## config.mk

```make
export PLATFORM = sky130hd
export DESIGN_NAME = function_unit_flat
export DESIGN_NICKNAME = d
export VERILOG_FILES = /design/src/rtl/function_unit_pkg.sv /design/src/rtl/function_unit_if.sv /design/src/rtl/function_unit_pipe_stage_reg.sv /design/src/rtl/function_unit_reg_bank.sv /design/src/rtl/function_unit.sv /design/src/flat_wrapper.sv
export SDC_FILE = /design/constraint.sdc
export NUM_CORES = 2
export LEC_CHECK = 0
export CAP_MARGIN = 40
export CORE_UTILIZATION = 50
export CTS_CLUSTER_DIAMETER = 30
export DETAILED_ROUTE_END_ITERATION = 10
export GPL_ROUTABILITY_DRIVEN = 0
export PLACE_DENSITY_LB_ADDON = 0.25
export SYNTH_ARGS = -nofsm -noshare
export SYNTH_HDL_FRONTEND = slang
export SYNTH_SLANG_ARGS = --single-unit
export TNS_END_PERCENT = 20
```

## constraint.sdc

```tcl
create_clock -name clk -period 52.2 [get_ports clk]
set_input_delay 7.83 -clock clk [delete_from_list [all_inputs] [get_ports clk]]
set_output_delay 7.83 -clock clk [all_outputs]
set_load 0.01 [all_outputs]
```

## src/rtl/function_unit_pkg.sv

```systemverilog
// Shared definitions for the function_unit register-read/execute slice.
// Contents: datapath width, register-file geometry, FS opcode encodings
// ({funct3, funct7[5]}), ZCNV flag bit positions and an FS decode helper.
package function_unit_pkg;

  localparam int XLEN     = 32;
  localparam int NUM_REGS = 32;
  localparam int REG_AW   = 5;

  // Flag vector layout: {Z, C, N, V}
  localparam int FLAG_Z = 3;
  localparam int FLAG_C = 2;
  localparam int FLAG_N = 1;
  localparam int FLAG_V = 0;

  typedef enum logic [3:0] {
    FS_ADD  = 4'b0000,
    FS_SUB  = 4'b0001,
    FS_SLL  = 4'b0010,
    FS_SLT  = 4'b0100,
    FS_SLTU = 4'b0110,
    FS_XOR  = 4'b1000,
    FS_SRL  = 4'b1010,
    FS_SRA  = 4'b1011,
    FS_OR   = 4'b1100,
    FS_AND  = 4'b1110
  } fs_e;

  // The alt bit only matters for funct3 000 (ADD/SUB) and 101 (SRL/SRA);
  // clearing it elsewhere maps every 4-bit FS onto exactly one opcode.
  function automatic fs_e fs_canon(input logic [3:0] fs);
    logic [3:0] canon_v;
    if ((fs[3:1] == 3'b000) || (fs[3:1] == 3'b101)) begin
      canon_v = fs;
    end else begin
      canon_v = {fs[3:1], 1'b0};
    end
    return fs_e'(canon_v);
  endfunction

endpackage

```

## src/rtl/function_unit_if.sv

```systemverilog
// Bus bundle for function_unit.
// slave  : the function unit (takes ID/WB inputs, drives read data and EX results)
// master : the driver of the ID/WB side (testbench or surrounding pipeline)
// Signals: rd_addr0/rd_addr1 (rs1/rs2), wr_addr0/wr_din0/we0 (WB write),
//          fs_id (operation select), rd_dout0/rd_dout1 (combinational reads),
//          a_ex/b_ex (EX operands), S (ALU result), ZCNVFlags ({Z,C,N,V}).
interface function_unit_if;
  import function_unit_pkg::*;

  logic [REG_AW-1:0] rd_addr0;
  logic [REG_AW-1:0] rd_addr1;
  logic [REG_AW-1:0] wr_addr0;
  logic [XLEN-1:0]   wr_din0;
  logic              we0;
  logic [3:0]        fs_id;
  logic [XLEN-1:0]   rd_dout0;
  logic [XLEN-1:0]   rd_dout1;
  logic [XLEN-1:0]   a_ex;
  logic [XLEN-1:0]   b_ex;
  logic [XLEN-1:0]   S;
  logic [3:0]        ZCNVFlags;

  modport master (
    output rd_addr0, rd_addr1, wr_addr0, wr_din0, we0, fs_id,
    input  rd_dout0, rd_dout1, a_ex, b_ex, S, ZCNVFlags
  );

  modport slave (
    input  rd_addr0, rd_addr1, wr_addr0, wr_din0, we0, fs_id,
    output rd_dout0, rd_dout1, a_ex, b_ex, S, ZCNVFlags
  );

endinterface

```

## src/rtl/function_unit_pipe_stage_reg.sv

```systemverilog
// Generic pipeline register: captures d_i into q_o on every rising edge,
// cleared asynchronously by rst. No enable, no flush.
// Ports: clk, rst, d_i [WIDTH], q_o [WIDTH].
module pipe_stage_reg #(
  parameter int WIDTH = 32
) (
  input  logic             clk,
  input  logic             rst,
  input  logic [WIDTH-1:0] d_i,
  output logic [WIDTH-1:0] q_o
);

  logic [WIDTH-1:0] q_q;

  // Stage register with asynchronous clear
  always_ff @(posedge clk or posedge rst) begin
    if (rst) begin
      q_q <= {WIDTH{1'b0}};
    end else begin
      q_q <= d_i;
    end
  end

  assign q_o = q_q;

endmodule

```

## src/rtl/function_unit_reg_bank.sv

```systemverilog
// 32 x XLEN integer register file: two combinational read ports, one
// synchronous write port, x0 hard-wired to zero, and write-through bypass
// so a WB write is visible to an ID read of the same register in the same cycle.
// Ports: clk, rst, rd_addr0_i/rd_addr1_i, wr_addr0_i, wr_din0_i, we0_i,
//        rd_dout0_o/rd_dout1_o.
module reg_bank
  import function_unit_pkg::*;
(
  input  logic              clk,
  input  logic              rst,
  input  logic [REG_AW-1:0] rd_addr0_i,
  input  logic [REG_AW-1:0] rd_addr1_i,
  input  logic [REG_AW-1:0] wr_addr0_i,
  input  logic [XLEN-1:0]   wr_din0_i,
  input  logic              we0_i,
  output logic [XLEN-1:0]   rd_dout0_o,
  output logic [XLEN-1:0]   rd_dout1_o
);

  logic [XLEN-1:0] mem_q [NUM_REGS];
  logic            wr_live_s;
  logic [XLEN-1:0] rd0_s;
  logic [XLEN-1:0] rd1_s;

  // A write to x0 is discarded, so it must neither store nor bypass
  assign wr_live_s = we0_i && (wr_addr0_i != 5'd0);

  // Storage update: async clear of every entry, then WB-port writes
  always_ff @(posedge clk or posedge rst) begin
    if (rst) begin
      for (int i = 0; i < NUM_REGS; i++) begin
        mem_q[i] <= {XLEN{1'b0}};
      end
    end else begin
      if (wr_live_s) begin
        mem_q[wr_addr0_i] <= wr_din0_i;
      end
    end
  end

  // Read port 0 with x0 forcing and write-through bypass
  always_comb begin
    rd0_s = {XLEN{1'b0}};
    if (rd_addr0_i == 5'd0) begin
      rd0_s = {XLEN{1'b0}};
    end else if (wr_live_s && (wr_addr0_i == rd_addr0_i)) begin
      rd0_s = wr_din0_i;
    end else begin
      rd0_s = mem_q[rd_addr0_i];
    end
  end

  // Read port 1 with x0 forcing and write-through bypass
  always_comb begin
    rd1_s = {XLEN{1'b0}};
    if (rd_addr1_i == 5'd0) begin
      rd1_s = {XLEN{1'b0}};
    end else if (wr_live_s && (wr_addr0_i == rd_addr1_i)) begin
      rd1_s = wr_din0_i;
    end else begin
      rd1_s = mem_q[rd_addr1_i];
    end
  end

  assign rd_dout0_o = rd0_s;
  assign rd_dout1_o = rd1_s;

endmodule

```

## src/rtl/function_unit.sv

```systemverilog
// RV32I register-read + execute slice.
// ID: register file read (combinational, with WB bypass).
// ID/EX: rs1, rs2 and FS registered every cycle.
// EX: combinational ALU producing S and {Z,C,N,V} from the EX registers,
//     so results appear one clock after the addresses/fs_id are presented.
// Ports: clk, rst (async, active-high), bus (function_unit_if.slave).
module function_unit
  import function_unit_pkg::*;
(
  input  logic           clk,
  input  logic           rst,
  function_unit_if.slave bus
);

  logic [XLEN-1:0] rd0_s;
  logic [XLEN-1:0] rd1_s;
  logic [XLEN-1:0] a_ex_q;
  logic [XLEN-1:0] b_ex_q;
  logic [3:0]      fs_ex_q;
  logic [XLEN:0]   add_sum_s;
  logic [XLEN:0]   sub_sum_s;
  logic [XLEN-1:0] alu_s;
  logic            carry_s;
  logic            ovf_s;
  logic [3:0]      flags_s;

  reg_bank u_reg_bank (
    .clk        (clk),
    .rst        (rst),
    .rd_addr0_i (bus.rd_addr0),
    .rd_addr1_i (bus.rd_addr1),
    .wr_addr0_i (bus.wr_addr0),
    .wr_din0_i  (bus.wr_din0),
    .we0_i      (bus.we0),
    .rd_dout0_o (rd0_s),
    .rd_dout1_o (rd1_s)
  );

  pipe_stage_reg #(.WIDTH(XLEN)) u_a_ex (
    .clk (clk), .rst (rst), .d_i (rd0_s), .q_o (a_ex_q)
  );

  pipe_stage_reg #(.WIDTH(XLEN)) u_b_ex (
    .clk (clk), .rst (rst), .d_i (rd1_s), .q_o (b_ex_q)
  );

  pipe_stage_reg #(.WIDTH(4)) u_fs_ex (
    .clk (clk), .rst (rst), .d_i (bus.fs_id), .q_o (fs_ex_q)
  );

  // 33-bit sums expose the carry out; SUB is A + ~B + 1 so C=1 means no borrow
  assign add_sum_s = {1'b0, a_ex_q} + {1'b0, b_ex_q};
  assign sub_sum_s = {1'b0, a_ex_q} + {1'b0, ~b_ex_q} + 33'd1;

  // ALU result plus carry/overflow for the arithmetic ops
  always_comb begin
    alu_s   = {XLEN{1'b0}};
    carry_s = 1'b0;
    ovf_s   = 1'b0;
    case (fs_canon(fs_ex_q))
      FS_ADD: begin
        alu_s   = add_sum_s[XLEN-1:0];
        carry_s = add_sum_s[XLEN];
        ovf_s   = (a_ex_q[XLEN-1] == b_ex_q[XLEN-1]) &&
                  (add_sum_s[XLEN-1] != a_ex_q[XLEN-1]);
      end
      FS_SUB: begin
        alu_s   = sub_sum_s[XLEN-1:0];
        carry_s = sub_sum_s[XLEN];
        ovf_s   = (a_ex_q[XLEN-1] != b_ex_q[XLEN-1]) &&
                  (sub_sum_s[XLEN-1] != a_ex_q[XLEN-1]);
      end
      FS_SLL:  alu_s = a_ex_q << b_ex_q[4:0];
      FS_SLT:  alu_s = {31'd0, ($signed(a_ex_q) < $signed(b_ex_q))};
      FS_SLTU: alu_s = {31'd0, (a_ex_q < b_ex_q)};
      FS_XOR:  alu_s = a_ex_q ^ b_ex_q;
      FS_SRL:  alu_s = a_ex_q >> b_ex_q[4:0];
      FS_SRA:  alu_s = $unsigned($signed(a_ex_q) >>> b_ex_q[4:0]);
      FS_OR:   alu_s = a_ex_q | b_ex_q;
      FS_AND:  alu_s = a_ex_q & b_ex_q;
      default: begin
        alu_s   = {XLEN{1'b0}};
        carry_s = 1'b0;
        ovf_s   = 1'b0;
      end
    endcase
  end

  // Flag assembly; Z and N apply to every op
  always_comb begin
    flags_s         = 4'b0000;
    flags_s[FLAG_Z] = (alu_s == {XLEN{1'b0}});
    flags_s[FLAG_C] = carry_s;
    flags_s[FLAG_N] = alu_s[XLEN-1];
    flags_s[FLAG_V] = ovf_s;
  end

  assign bus.rd_dout0  = rd0_s;
  assign bus.rd_dout1  = rd1_s;
  assign bus.a_ex      = a_ex_q;
  assign bus.b_ex      = b_ex_q;
  assign bus.S         = alu_s;
  assign bus.ZCNVFlags = flags_s;

endmodule

```

## src/flat_wrapper.sv

```systemverilog
// flat-port wrapper written by rule: the top's interface ports become plain ports
module function_unit_flat import function_unit_pkg::*;
  (clk, rst, bus_rd_addr0, bus_rd_addr1, bus_wr_addr0, bus_wr_din0, bus_we0, bus_fs_id, bus_rd_dout0, bus_rd_dout1, bus_a_ex, bus_b_ex, bus_S, bus_ZCNVFlags);
  function_unit_if bus_i ();
  input  logic clk;
  input  logic rst;
  input wire logic [$bits(bus_i.rd_addr0)-1:0] bus_rd_addr0;
  input wire logic [$bits(bus_i.rd_addr1)-1:0] bus_rd_addr1;
  input wire logic [$bits(bus_i.wr_addr0)-1:0] bus_wr_addr0;
  input wire logic [$bits(bus_i.wr_din0)-1:0] bus_wr_din0;
  input wire logic [$bits(bus_i.we0)-1:0] bus_we0;
  input wire logic [$bits(bus_i.fs_id)-1:0] bus_fs_id;
  output wire logic [$bits(bus_i.rd_dout0)-1:0] bus_rd_dout0;
  output wire logic [$bits(bus_i.rd_dout1)-1:0] bus_rd_dout1;
  output wire logic [$bits(bus_i.a_ex)-1:0] bus_a_ex;
  output wire logic [$bits(bus_i.b_ex)-1:0] bus_b_ex;
  output wire logic [$bits(bus_i.S)-1:0] bus_S;
  output wire logic [$bits(bus_i.ZCNVFlags)-1:0] bus_ZCNVFlags;
  assign bus_i.rd_addr0 = bus_rd_addr0;
  assign bus_i.rd_addr1 = bus_rd_addr1;
  assign bus_i.wr_addr0 = bus_wr_addr0;
  assign bus_i.wr_din0 = bus_wr_din0;
  assign bus_i.we0 = bus_we0;
  assign bus_i.fs_id = bus_fs_id;
  assign bus_rd_dout0 = bus_i.rd_dout0;
  assign bus_rd_dout1 = bus_i.rd_dout1;
  assign bus_a_ex = bus_i.a_ex;
  assign bus_b_ex = bus_i.b_ex;
  assign bus_S = bus_i.S;
  assign bus_ZCNVFlags = bus_i.ZCNVFlags;
  function_unit u_core (.clk(clk), .rst(rst), .bus(bus_i));
endmodule
```

==> key figures <==
Routing
  • Vias/cell: 6.94
  • Avg WL per Cell: 31.8 um
  • DRT iter0 DRCs: 6348
  • Via count: 48821
  • Total wire length: 224000 um
  • Residual DRC count: 0
  • Post-DRT Antenna Nets: 0
  • First-pass DRT Iterations: 7

Clock tree
  • Clock Tree Buf Depth: 3
  • Clk pin slew, worst setup/hold paths: 50 ps
  • Latest clock arrival within the worst-skew pair: 840 ps
  • Setup Buffers After CTS: 0
  • Post-CTS Resized: 0
  • CTS tree: done
  • CTS Sinks: 1092
  • Cts hold-fix bufs: 0
  • Root Buffer: clkbuf_16
  • Clock buffer count from CTS: 223
  • H-tree levels: 4

Finish
  • FF/Latch Area: 27300 sq um
  • Area grow syn2layout: 19.1%
  • Final nets: 5236
  • Layout cell share with drive strength beyond 1: 43.6%
  • Multi-input gate area: 36900 sq um
  • Filler cells: 9924

Placed design
  • Port Buffers: 217
  • Pre-CTS WS: 31810 ps
  • Post-DP HPWL: 137000 um

Yosys
  • Flops & latches, synth: 1092
  • Synthesized instance count: 5008
  • Async S/R FF share, synth: 100%
  • Mapped cell area: 66500 sq um
  • Post-synth EDFFs: 0
  • Synth Net Count: 5161
  • Synth unique cells: 86
  • Main synth FF type: dfrtp_1
  • Synth Area per Inst: 13.3 sq um
  • Biggest area consumer among synthesized cells: dfrtp_1
  • Top-area cell type share of the netlist area: 41.1%
  • Sequential area share after synthesis: 41.1%
  • Synth area leaders: dfrtp_1 (41%), mux4_2 (22%), mux2_2 (17%)
  • Yosys warnings: 0

Timing
  • Final WS setup: 32020 ps
  • Fmax: 49.6 MHz
  • Clk_skew: 68.4 ps
  • Worst slew margin: 35.3%
  • Final setup fails: 0
  • Fin crit period: 20180 ps
  • Final period util: 38.7%
  • Unrepaired setup endpoints after global routing: false
  • Final Hold Viols: 0
  • Setup TNS: 0 ps
  • Least-Margin Pin Slew: 946 ps
  • Slew Viols, Final: 0

Power and ir drop
  • Leak Pwr: 33.7 nW
  • VDD IR max: 0.0435 mV
  • Pwr dens: 47.1 nW/um^2

Floorplan
  • Initial core utilization: 50.5%
  • Row count: 133
  • Die Y: 367 um
  • Core area: 132000 sq um
  • Die ar.: 134000 sq um
  • Top Ports: 218
  • Width of the die: 367 um

Critical path
  • Critical path peak fanout: 76
  • Crit path from: bus_rd_addr1[0]
  • Reg-to-reg slack, setup: 49730 ps
  • Worst r2r src: u_core.u_reg_bank.mem_q[914]
  • Setup Crit Path Kind: in2out
  • Setup crit end: bus_rd_dout1[23]
  • End of the worst register-to-register path: u_core.u_b_ex.q_o[18]
  • Reg2reg path depth: 6
  • CP Capture Type: output pin
  • Data required, critical path: 44370 ps
  • Crit path launch type: input port
  • Worst EP arrival: 12350 ps

Flow run
  • Max cap viols: 0

Global route
  • Vias in the first global route: 49047
  • Total GRT Usage: 33.5%
  • Antenna violations before repair: 1
  • First-pass GRT wire length: 335000 um
  • Largest net degree at the start of global routing: 153
  • Grt ovf: 0

Min path
  • Hold Crit Class: reg2reg

Status
  • Status: finished, final reports clean
-- power by group --
group	leakage (nW)	switching [mW]	internal [mW]
Combinational	15.8	0.521	0.521
Sequential	14.0	0.162	1.01
Clock	3.89	0.501	1.01
Total	33.7	1.18	2.55
-- flip-flops by register name (all words and copies together) (netlist names) --
| signal | flops |
|---|---|
| u_core.u_reg_bank.mem_q | 1024 |
| u_core.u_a_ex.q_o | 32 |
| u_core.u_b_ex.q_o | 32 |
| u_core.u_fs_ex.q_o | 4 |
-- cells by family after synthesis --
group	share of synthesized area [%]
mux	41.5
flops	41.1
compound gates	6.67
simple gates	4.64
buf+inv	3.78
fa+ha+maj	1.89
xor+xnor	0.408
-- critical path, stage by stage --
cell             delay (ps)
buf_8                   680
buf_12                  500
buf_4                   770
mux4_2                  600
nor2b_1                 140
a211oi_1                280
a211oi_1                100
a21oi_1                 520
a211oi_1                220
clkdlybuf4s50_1         520
-- metrics by stage --
step	instances	hold slack (ps)	area (sq um)	total power [mW]	utilization, %
2_1_floorplan	5008	441	66500	1.84	-
4_1_cts	7029	395	79200	3.71	60.2
5_1_grt	7032	402	79200	3.86	60.2
3_5_place_dp	6610	382	71000	2.19	54.0
6_report	7035	393	79200	3.73	60.2
3_3_place_gp	6556	377	69900	2.16	53.1
-- Yosys cell counts (20+ instances only) --
cell      count
a211oi_1    143
a21o_1       20
a21oi_1     139
a31oi_1      26
buf_1       139
buf_2        24
clkbuf_1    367
dfrtp_1    1092
ha_1         97
inv_1        95
mux2_2     1023
mux2i_1     159
mux4_2      640
nand2_1     198
nand3_1      41
nor2_1      215
nor2b_1      45
nor3_1       35
o211ai_1     40
o21ai_0     122
xnor2_1      23
-- layer usage --
metal  vias to the layer above  track usage [%]  part of all wire (%)
met4                         0             14.7                   4.7
met2                      2898             50.2                    45
met3                       654             9.06                    10
li1                      19539                -                     -
met5                         -                0                     0
met1                     25730             46.0                    40
-- layout by cell type, fill, tap and decap left out, types with 37 or more instances in the layout --
master / synthesis / final
mux2_2: 1023 / 1023
nor2_1: 215 / 201
a21oi_1: 139 / 139
nand2_1: 198 / 183
clkdlybuf4s50_1: 0 / 207
o211ai_1: 40 / 40
a211oi_1: 143 / 143
clkbuf_16: 0 / 225
buf_4: 4 / 118
mux4_2: 640 / 640
inv_1: 95 / 94
dfrtp_1: 1092 / 1087
ha_1: 97 / 97
nand3_1: 41 / 41
mux2i_1: 159 / 159
o21ai_0: 122 / 122
bufinv_16: 0 / 37
nor2b_1: 45 / 45
-- final cells by class --
type | count | share of cell area [%]
multi-input cells | 3279 | 46.5
clock buffers | 270 | 7.64
diodes | 3 | 0.00948
flip-flops and latches | 1092 | 34.5
inverters | 97 | 0.469
repair buffers | 390 | 5.39
well taps | 1755 | 2.77
clock inverters | 149 | 2.67
-- worst min path at each step --
| stage | from | endpoint | slack (ps) | depth (start not counted) |
|---|---|---|---|---|
| global route | u_core.u_reg_bank.mem_q[1005] | u_core.u_reg_bank.mem_q[1005] | 400 | 0 |
| CTS | u_core.u_reg_bank.mem_q[1007] | u_core.u_reg_bank.mem_q[1007] | 390 | 0 |
| finish | u_core.u_reg_bank.mem_q[1022] | u_core.u_reg_bank.mem_q[1022] | 390 | 0 |
| floorplan | u_core.u_reg_bank.mem_q[1000] | u_core.u_reg_bank.mem_q[1000] | 440 | 1 |
| global placement | u_core.u_reg_bank.mem_q[1000] | u_core.u_reg_bank.mem_q[1000] | 380 | 0 |
| detailed placement | u_core.u_reg_bank.mem_q[1005] | u_core.u_reg_bank.mem_q[1005] | 380 | 0 |
(Power assumes the default switching activity.)
